[src/rtl/ureg_serial_loader.sv]
// Serial loader for a universal shift register chain.
// It accepts a parallel word over a valid/ready handshake and shifts it out on SDL (left) or SDR (right).
module ureg_serial_loader #(
    parameter int unsigned WIDTH = 8
) (
    input  logic             clk,
    input  logic             CLRb,
    input  logic [WIDTH-1:0] data_in,
    input  logic             dir,
    input  logic             start_valid,
    output logic             start_ready,
    input  logic             abort,
    output logic             S1,
    output logic             S0,
    output logic             SDL,
    output logic             SDR,
    output logic             busy,
    output logic             done
);

    localparam int unsigned CW = (WIDTH > 1) ? $clog2(WIDTH) : 1;

    typedef enum logic [1:0] {
        IDLE  = 2'd0,
        SHIFT = 2'd1,
        DONE  = 2'd2
    } state_t;

    state_t          state;
    logic [CW-1:0]   cnt;
    logic [WIDTH-1:0] shadow;
    logic            sdir;

    logic [CW-1:0]   nxt_cnt;
    logic [CW-1:0]   lsb_idx;

    // Index of the bit shown after this edge; the right path walks the word from the LSB upward
    always_comb begin
        nxt_cnt = cnt - CW'(1);
        lsb_idx = CW'(WIDTH - 1) - nxt_cnt;
    end

    always_ff @(posedge clk or negedge CLRb) begin
        if (!CLRb) begin
            state       <= IDLE;
            cnt         <= '0;
            shadow      <= '0;
            sdir        <= 1'b0;
            start_ready <= 1'b1;
            busy        <= 1'b0;
            done        <= 1'b0;
            S1          <= 1'b0;
            S0          <= 1'b0;
            SDL         <= 1'b0;
            SDR         <= 1'b0;
        end else begin
            case (state)
                IDLE: begin
                    done <= 1'b0;
                    if (start_valid) begin
                        // The first bit goes out on the handshake edge itself
                        state       <= SHIFT;
                        shadow      <= data_in;
                        sdir        <= dir;
                        cnt         <= CW'(WIDTH - 1);
                        start_ready <= 1'b0;
                        busy        <= 1'b1;
                        S1          <= dir;
                        S0          <= ~dir;
                        SDL         <= dir ? 1'b0 : data_in[WIDTH-1];
                        SDR         <= dir ? data_in[0] : 1'b0;
                    end
                end

                SHIFT: begin
                    if (abort) begin
                        state       <= IDLE;
                        start_ready <= 1'b1;
                        busy        <= 1'b0;
                        S1          <= 1'b0;
                        S0          <= 1'b0;
                        SDL         <= 1'b0;
                        SDR         <= 1'b0;
                    end else if (cnt == '0) begin
                        state <= DONE;
                        done  <= 1'b1;
                        S1    <= 1'b0;
                        S0    <= 1'b0;
                        SDL   <= 1'b0;
                        SDR   <= 1'b0;
                    end else begin
                        cnt <= nxt_cnt;
                        SDL <= sdir ? 1'b0 : shadow[nxt_cnt];
                        SDR <= sdir ? shadow[lsb_idx] : 1'b0;
                    end
                end

                DONE: begin
                    state       <= IDLE;
                    done        <= 1'b0;
                    busy        <= 1'b0;
                    start_ready <= 1'b1;
                end

                default: begin
                    state       <= IDLE;
                    done        <= 1'b0;
                    busy        <= 1'b0;
                    start_ready <= 1'b1;
                    S1          <= 1'b0;
                    S0          <= 1'b0;
                    SDL         <= 1'b0;
                    SDR         <= 1'b0;
                end
            endcase
        end
    end

endmodule
[config.mk]
export PLATFORM = sky130hd
export DESIGN_NAME = ureg_serial_loader
export DESIGN_NICKNAME = d
export VERILOG_FILES = /design/src/rtl/ureg_serial_loader.sv
export SDC_FILE = /design/constraint.sdc
export NUM_CORES = 1
export LEC_CHECK = 0
export ABC_AREA = 0
export CORE_MARGIN = 1
export CORE_UTILIZATION = 45
export DETAILED_ROUTE_END_ITERATION = 16
export GPL_TIMING_DRIVEN = 0
export PLACE_DENSITY = 0.84
export SLEW_MARGIN = 5
export SYNTH_ARGS = -nofsm -noshare
export SYNTH_HDL_FRONTEND = slang
export SYNTH_SLANG_ARGS = --single-unit
[constraint.sdc]
create_clock -name clk -period 2 [get_ports clk]
set_clock_uncertainty 0.05 [all_clocks]
set_input_delay 0.4 -clock clk [delete_from_list [all_inputs] [get_ports clk]]
set_output_delay 0.4 -clock clk [all_outputs]
set_load 0.01 [all_outputs]
==> results of run 1 <==
==> through the flow <==
step                total power [mW]  cell area [um^2]
finish                         1.304              1374
global route                   1.386              1374
CTS                            1.280              1354
detailed placement             1.034              1291
global placement               1.014              1291
floorplan                     0.8831              1066
==> logic make-up after synthesis <==
| logic type | Yosys count | synth area share (%) |
|---|---|---|
| AND/OR/NAND/NOR | 22 | 12.56 |
| flip-flops | 21 | 49.41 |
| AO/OA/AOI/OAI | 20 | 11.97 |
| multiplexers | 15 | 18.54 |
| buffers and inverters | 7 | 2.816 |
| XOR/XNOR | 2 | 2.348 |
| adder cells (fa/ha/maj) | 2 | 2.347 |
==> final cells by class <==
type / count / area, um^2 / share of cell area (%)
Multi-Input combinational cell: 61 / 551.8 / 40.16
Sequential cell: 21 / 528.0 / 38.43
Timing Repair Buffer: 20 / 197.7 / 14.39
Tap cell: 28 / 35.03 / 2.550
Clock buffer: 4 / 26.28 / 1.913
Inverter: 4 / 20.02 / 1.457
Buffer: 3 / 15.01 / 1.093
==> path summary, 6_finish.rpt <==
kind	start	to	slack [ns]
max	cnt[0]	SDL	0.08
min	state[1]	busy	0.44
max reg2reg	cnt[0]	SDL	0.08
min reg2reg	state[1]	busy	0.44
max in group asynchronous	CLRb	cnt[0]	0.73
min in group asynchronous	CLRb	shadow[2]	0.55
==> state kept, by name (all words and copies together), names as in the netlist <==
signal       count
shadow           8
cnt              3
state            2
S0               1
S1               1
SDL              1
SDR              1
busy             1
done             1
sdir             1
start_ready      1
==> worst max-delay path, cell delays in order (launching register included) <==
cell and delay, ns:
dfrtp_2 0.44, clkinv_4 0.11, ha_4 0.20, xnor2_1 0.31, mux2_2 0.39, o22ai_1 0.18
o22ai_1 0.12
==> power by group through the flow <==
stage | logic (mW) | registers (mW) | clock network, mW
6_report | 0.521 | 0.584 | 0.198
5_1_grt | 0.565 | 0.594 | 0.227
4_1_cts | 0.496 | 0.578 | 0.206
3_5_place_dp | 0.451 | 0.584 | 0
3_3_place_gp | 0.435 | 0.578 | 0
2_1_floorplan | 0.304 | 0.579 | 0
==> repair_timing <==
action,in CTS,in global routing
setup endpoints to repair,2,2
gates resized for setup,6,6
setup buffers,0,1
cloned,0,0
==> per-layer routing <==
layer | track usage, % | up-vias | share of wire [%]
li1 | - | 372 | -
met1 | 22.81 | 394 | 46
met2 | 30.22 | 26 | 50
met3 | 3.030 | 2 | 3.5
met4 | 2.778 | 0 | 0.64
met5 | 0 | - | 0
==> placed cells by master, fill, tap and decap left out, types with 2 or more instances in the layout <==
cell / count
nand2b_1: 4
clkdlybuf4s50_1: 19
dfrtp_1: 19
nor2b_1: 2
mux2_2: 11
o311ai_1: 2
o21ai_0: 3
o22ai_1: 5
buf_2: 2
nand2_1: 6
inv_1: 2
clkbuf_4: 3
ha_4: 2
a21oi_1: 4
nor3_1: 2
nor3b_1: 2
==> metrics.txt, run 1 <==
count of final max-slew check failures=0; Max-cap violations=0; share of layout cells above drive strength 1=29.20%; Vias=794; post-layout min period=1.919 ns; fmax=0.5210 GHz; Total GRT Usage=17.34%; CTS tree=built; Root Driver=clkbuf_4; DR iter-0 viols=9; final wirelength=2024 um; PortBufs=19; VDD IR max=475.1 uV; Die Ht=50.67 um; Post-synth top cells=dfrtp_1, mux2_2, nand2_1, o22ai_1; Worst setup EP type=register; DP Cell Count=136; CTS Hold Bufs=0; Logic pwr share=40.0%; H-tree depth=1; first drt pass iteration count=6; largest net degree at the start of global routing=22; Final WS setup=0.08075 ns; post-route ant nets=0; pwr/cell area=948.9 mW/mm^2; hold path depth=1; Synth warnings=0; # diodes=0; number of global-route vias before repair=741; Critical Path Start Type=register; core region area=0.002212 mm^2; fillers=181; final hold slack=0.4432 ns; pre-CTS setup slack=-0.2119 ns; post-synthesis async set-or-reset flop share=100.0%; clock network power share=15.2%; most used flip-flop cell after synthesis=dfrtp_1; Final #Nets=129; count leader, synth=dfrtp_1; Pint=0.8876 mW; io pins=20; sequential share of the synthesized area=49.41%; setup TNS=0 ns; clk sinks=21; run status=finished clean; gr ovfl total=0; initial antenna violation count=0; Worst-path clk slew=0.11 ns; final setup fails=0; clock latency on the worst-skew pair=0.30 ns; Worst Path Required=2.13 ns; Final Hold Viols=0; sequential share of power=44.8%; Leak=0.5652 nW; RSZ-0062 raised after global routing=false; Synth area leader=dfrtp_1; EDFF count, synth=0; Switching Share=31.91%; DP HPWL=1436 um; critical setup path kind=reg -> reg; Rows=17; DRC violations left=0; Seq cells post-synth=21; wire per inst=14.35 um; Net Switching=0.4160 mW; final cell count without fillers=141; Period Utilization, post-route=95.96%; post-synth top area share=46.95%; Synth Net Count=104; worst-path fanout max=5; die width=50.67 um; vias per std cell=5.631; Area contributors post-synth=dfrtp_1, mux2_2, o22ai_1; max_slew headroom=38.72%; Cell Area, Synth=0.001066 mm^2; global-route wire length before repair=3346 um; Final GP Congestion=0.7918; Syn-to-layout area delta=28.87%; average size of a mapped cell=11.98 um^2; Hold Path Class=reg -> reg; final core utilization=62.10%; initial core utilization=48.19%; clock buffer depth=2; Mapped Cells=89; Synth cell types=34; FF-to-FF path depth=6; TritonCTS buffer count=3; CP arrival=2.05 ns; Worst-Margin Slew=0.9163 ns; die area=0.002567 mm^2
Power figures use the tool's default switching activity.
==> run 2, diff against run 1 <==
--- a/config.mk
+++ b/config.mk
@@ -11,7 +11,8 @@
 export DETAILED_ROUTE_END_ITERATION = 16
 export GPL_TIMING_DRIVEN = 0
 export PLACE_DENSITY = 0.84
-export SLEW_MARGIN = 5
+export SETUP_SLACK_MARGIN = 0.02
+export SLEW_MARGIN = 20
 export SYNTH_ARGS = -nofsm -noshare
 export SYNTH_HDL_FRONTEND = slang
 export SYNTH_SLANG_ARGS = --single-unit
==> run 2 against run 1 <==
First-iteration DRC count rose by 44%. Routed wire length rose by 1.2%. Via count increased by 1.5%. Critical path depth did not move. Non-clock buffer count grew 1. Clock power is essentially flat. Register-to-register slack hardly changed. Critical endpoint unchanged. Highest routed layer unchanged.
==> metrics.txt, run 2 (synthesis gave the netlist of run 1 again) <==
worst-path fanout max=5; final core utilization=62.44%; DR iter-0 viols=13; top flop regs=shadow x8, cnt x3, state x2; post-route ant nets=0; CP most frequent cell=o22ai_1; footprint of the multi-input gates=551.8 um^2; max_slew headroom=38.52%; final cell count without fillers=142; Vias=806; initial antenna violation count=0; critical path depth in cells=6; fmax=0.5219 GHz; PortBufs=19; Worst-path clk slew=0.11 ns; run status=finished clean; Worst-Margin Slew=0.9193 ns; FF-to-FF path depth=6; first drt pass iteration count=4; global-route wire length before repair=3346 um; Crit path largest cell delay=0.44 ns; kind of cell adding the most delay to the critical path=flip-flops; die width=50.67 um; Final GP Congestion=0.7918; clk sinks=21; Critical Path Start Type=register; Root Driver=clkbuf_4; wire per inst=14.42 um; DP Cell Count=136; Syn-to-layout area delta=29.58%; Reg area=528.0 um^2; Worst setup EP type=register; most frequent cells in the layout=dfrtp_1, clkdlybuf4s50_1, mux2_2; Rows=17; Die Ht=50.67 um; fillers=181; clock buffer depth=2; DRC violations left=0; Pwr Total=1.312 mW; RSZ-0062 raised after global routing=false; slowest CP cell=dfrtp_2; critical setup path kind=reg -> reg; final hold slack=0.4436 ns; DP HPWL=1436 um; gr ovfl total=0; setup TNS=0 ns; Final WS setup=0.08383 ns; CTS Hold Bufs=0; pre-CTS setup slack=-0.2119 ns; Worst Path Required=2.13 ns; final setup fails=0; io pins=20; Hold Path Class=reg -> reg; post-layout min period=1.916 ns; share of layout cells above drive strength 1=29.82%; TritonCTS buffer count=3; Final Cell Area=0.001381 mm^2; WP buf/inv=1; # diodes=0; CP arrival=2.05 ns; count of final max-slew check failures=0; max reg flops=8; largest net degree at the start of global routing=22; critical path, cell by cell=clkinv_4 -> ha_4 -> xnor2_1 -> mux2_2 -> o22ai_1 -> o22ai_1; initial core utilization=48.19%; Max-cap violations=0; die area=0.002567 mm^2; H-tree depth=1; Placed Area=0.001291 mm^2; number of global-route vias before repair=741; VDD IR max=474.9 uV; pwr/cell area=949.9 mW/mm^2; Biggest register=shadow; Leak=0.5694 nW; hold path depth=1; Period Utilization, post-route=95.81%; Final Hold Viols=0; final wirelength=2048 um; core region area=0.002212 mm^2; vias per std cell=5.676; Total GRT Usage=17.34%; CTS tree=built; Final #Nets=130; clock latency on the worst-skew pair=0.30 ns
-- run 2: changes by cell type in the layout (fill, tap and decap cells not counted), sizes merged --
cell  change
buf       +1
-- run 2: timing repair --
action	CTS	global route
gates resized for setup	6	6
setup endpoints to repair	2	2
cloned	0	0
setup buffers	0	2
-- run 2: report_power, final --
part	internal (mW)	switching [mW]	leakage, nW
combinational	0.303	0.227	0.306
clock	0.0777	0.120	0.0150
sequential	0.514	0.0707	0.248
total	0.894	0.418	0.569
-- run 2: final cells by class --
class	count	share of cell area, %
Buffer	3	1.087
Clock buffer	4	1.902
Inverter	4	1.449
Multi-Input combinational cell	61	39.95
Sequential cell	21	38.22
Tap cell	28	2.536
Timing Repair Buffer	21	14.86
-- run 2: path summary, 6_finish.rpt --
kind / startpoint / endpoint / slack (ns)
max in group asynchronous: CLRb / cnt[0] / 0.72
setup reg to reg: cnt[0] / SDL / 0.08
hold reg to reg: state[1] / busy / 0.44
hold / removal: state[1] / busy / 0.44
min in group asynchronous: CLRb / shadow[2] / 0.55
setup / recovery: cnt[0] / SDL / 0.08
-- run 2: metal layers --
metal	GRT usage [%]	up-vias	wire [um]
met5	0	-	0
li1	-	374	-
met1	22.81	404	909
met2	30.22	26	1055
met3	3.030	2	73
met4	2.778	0	10
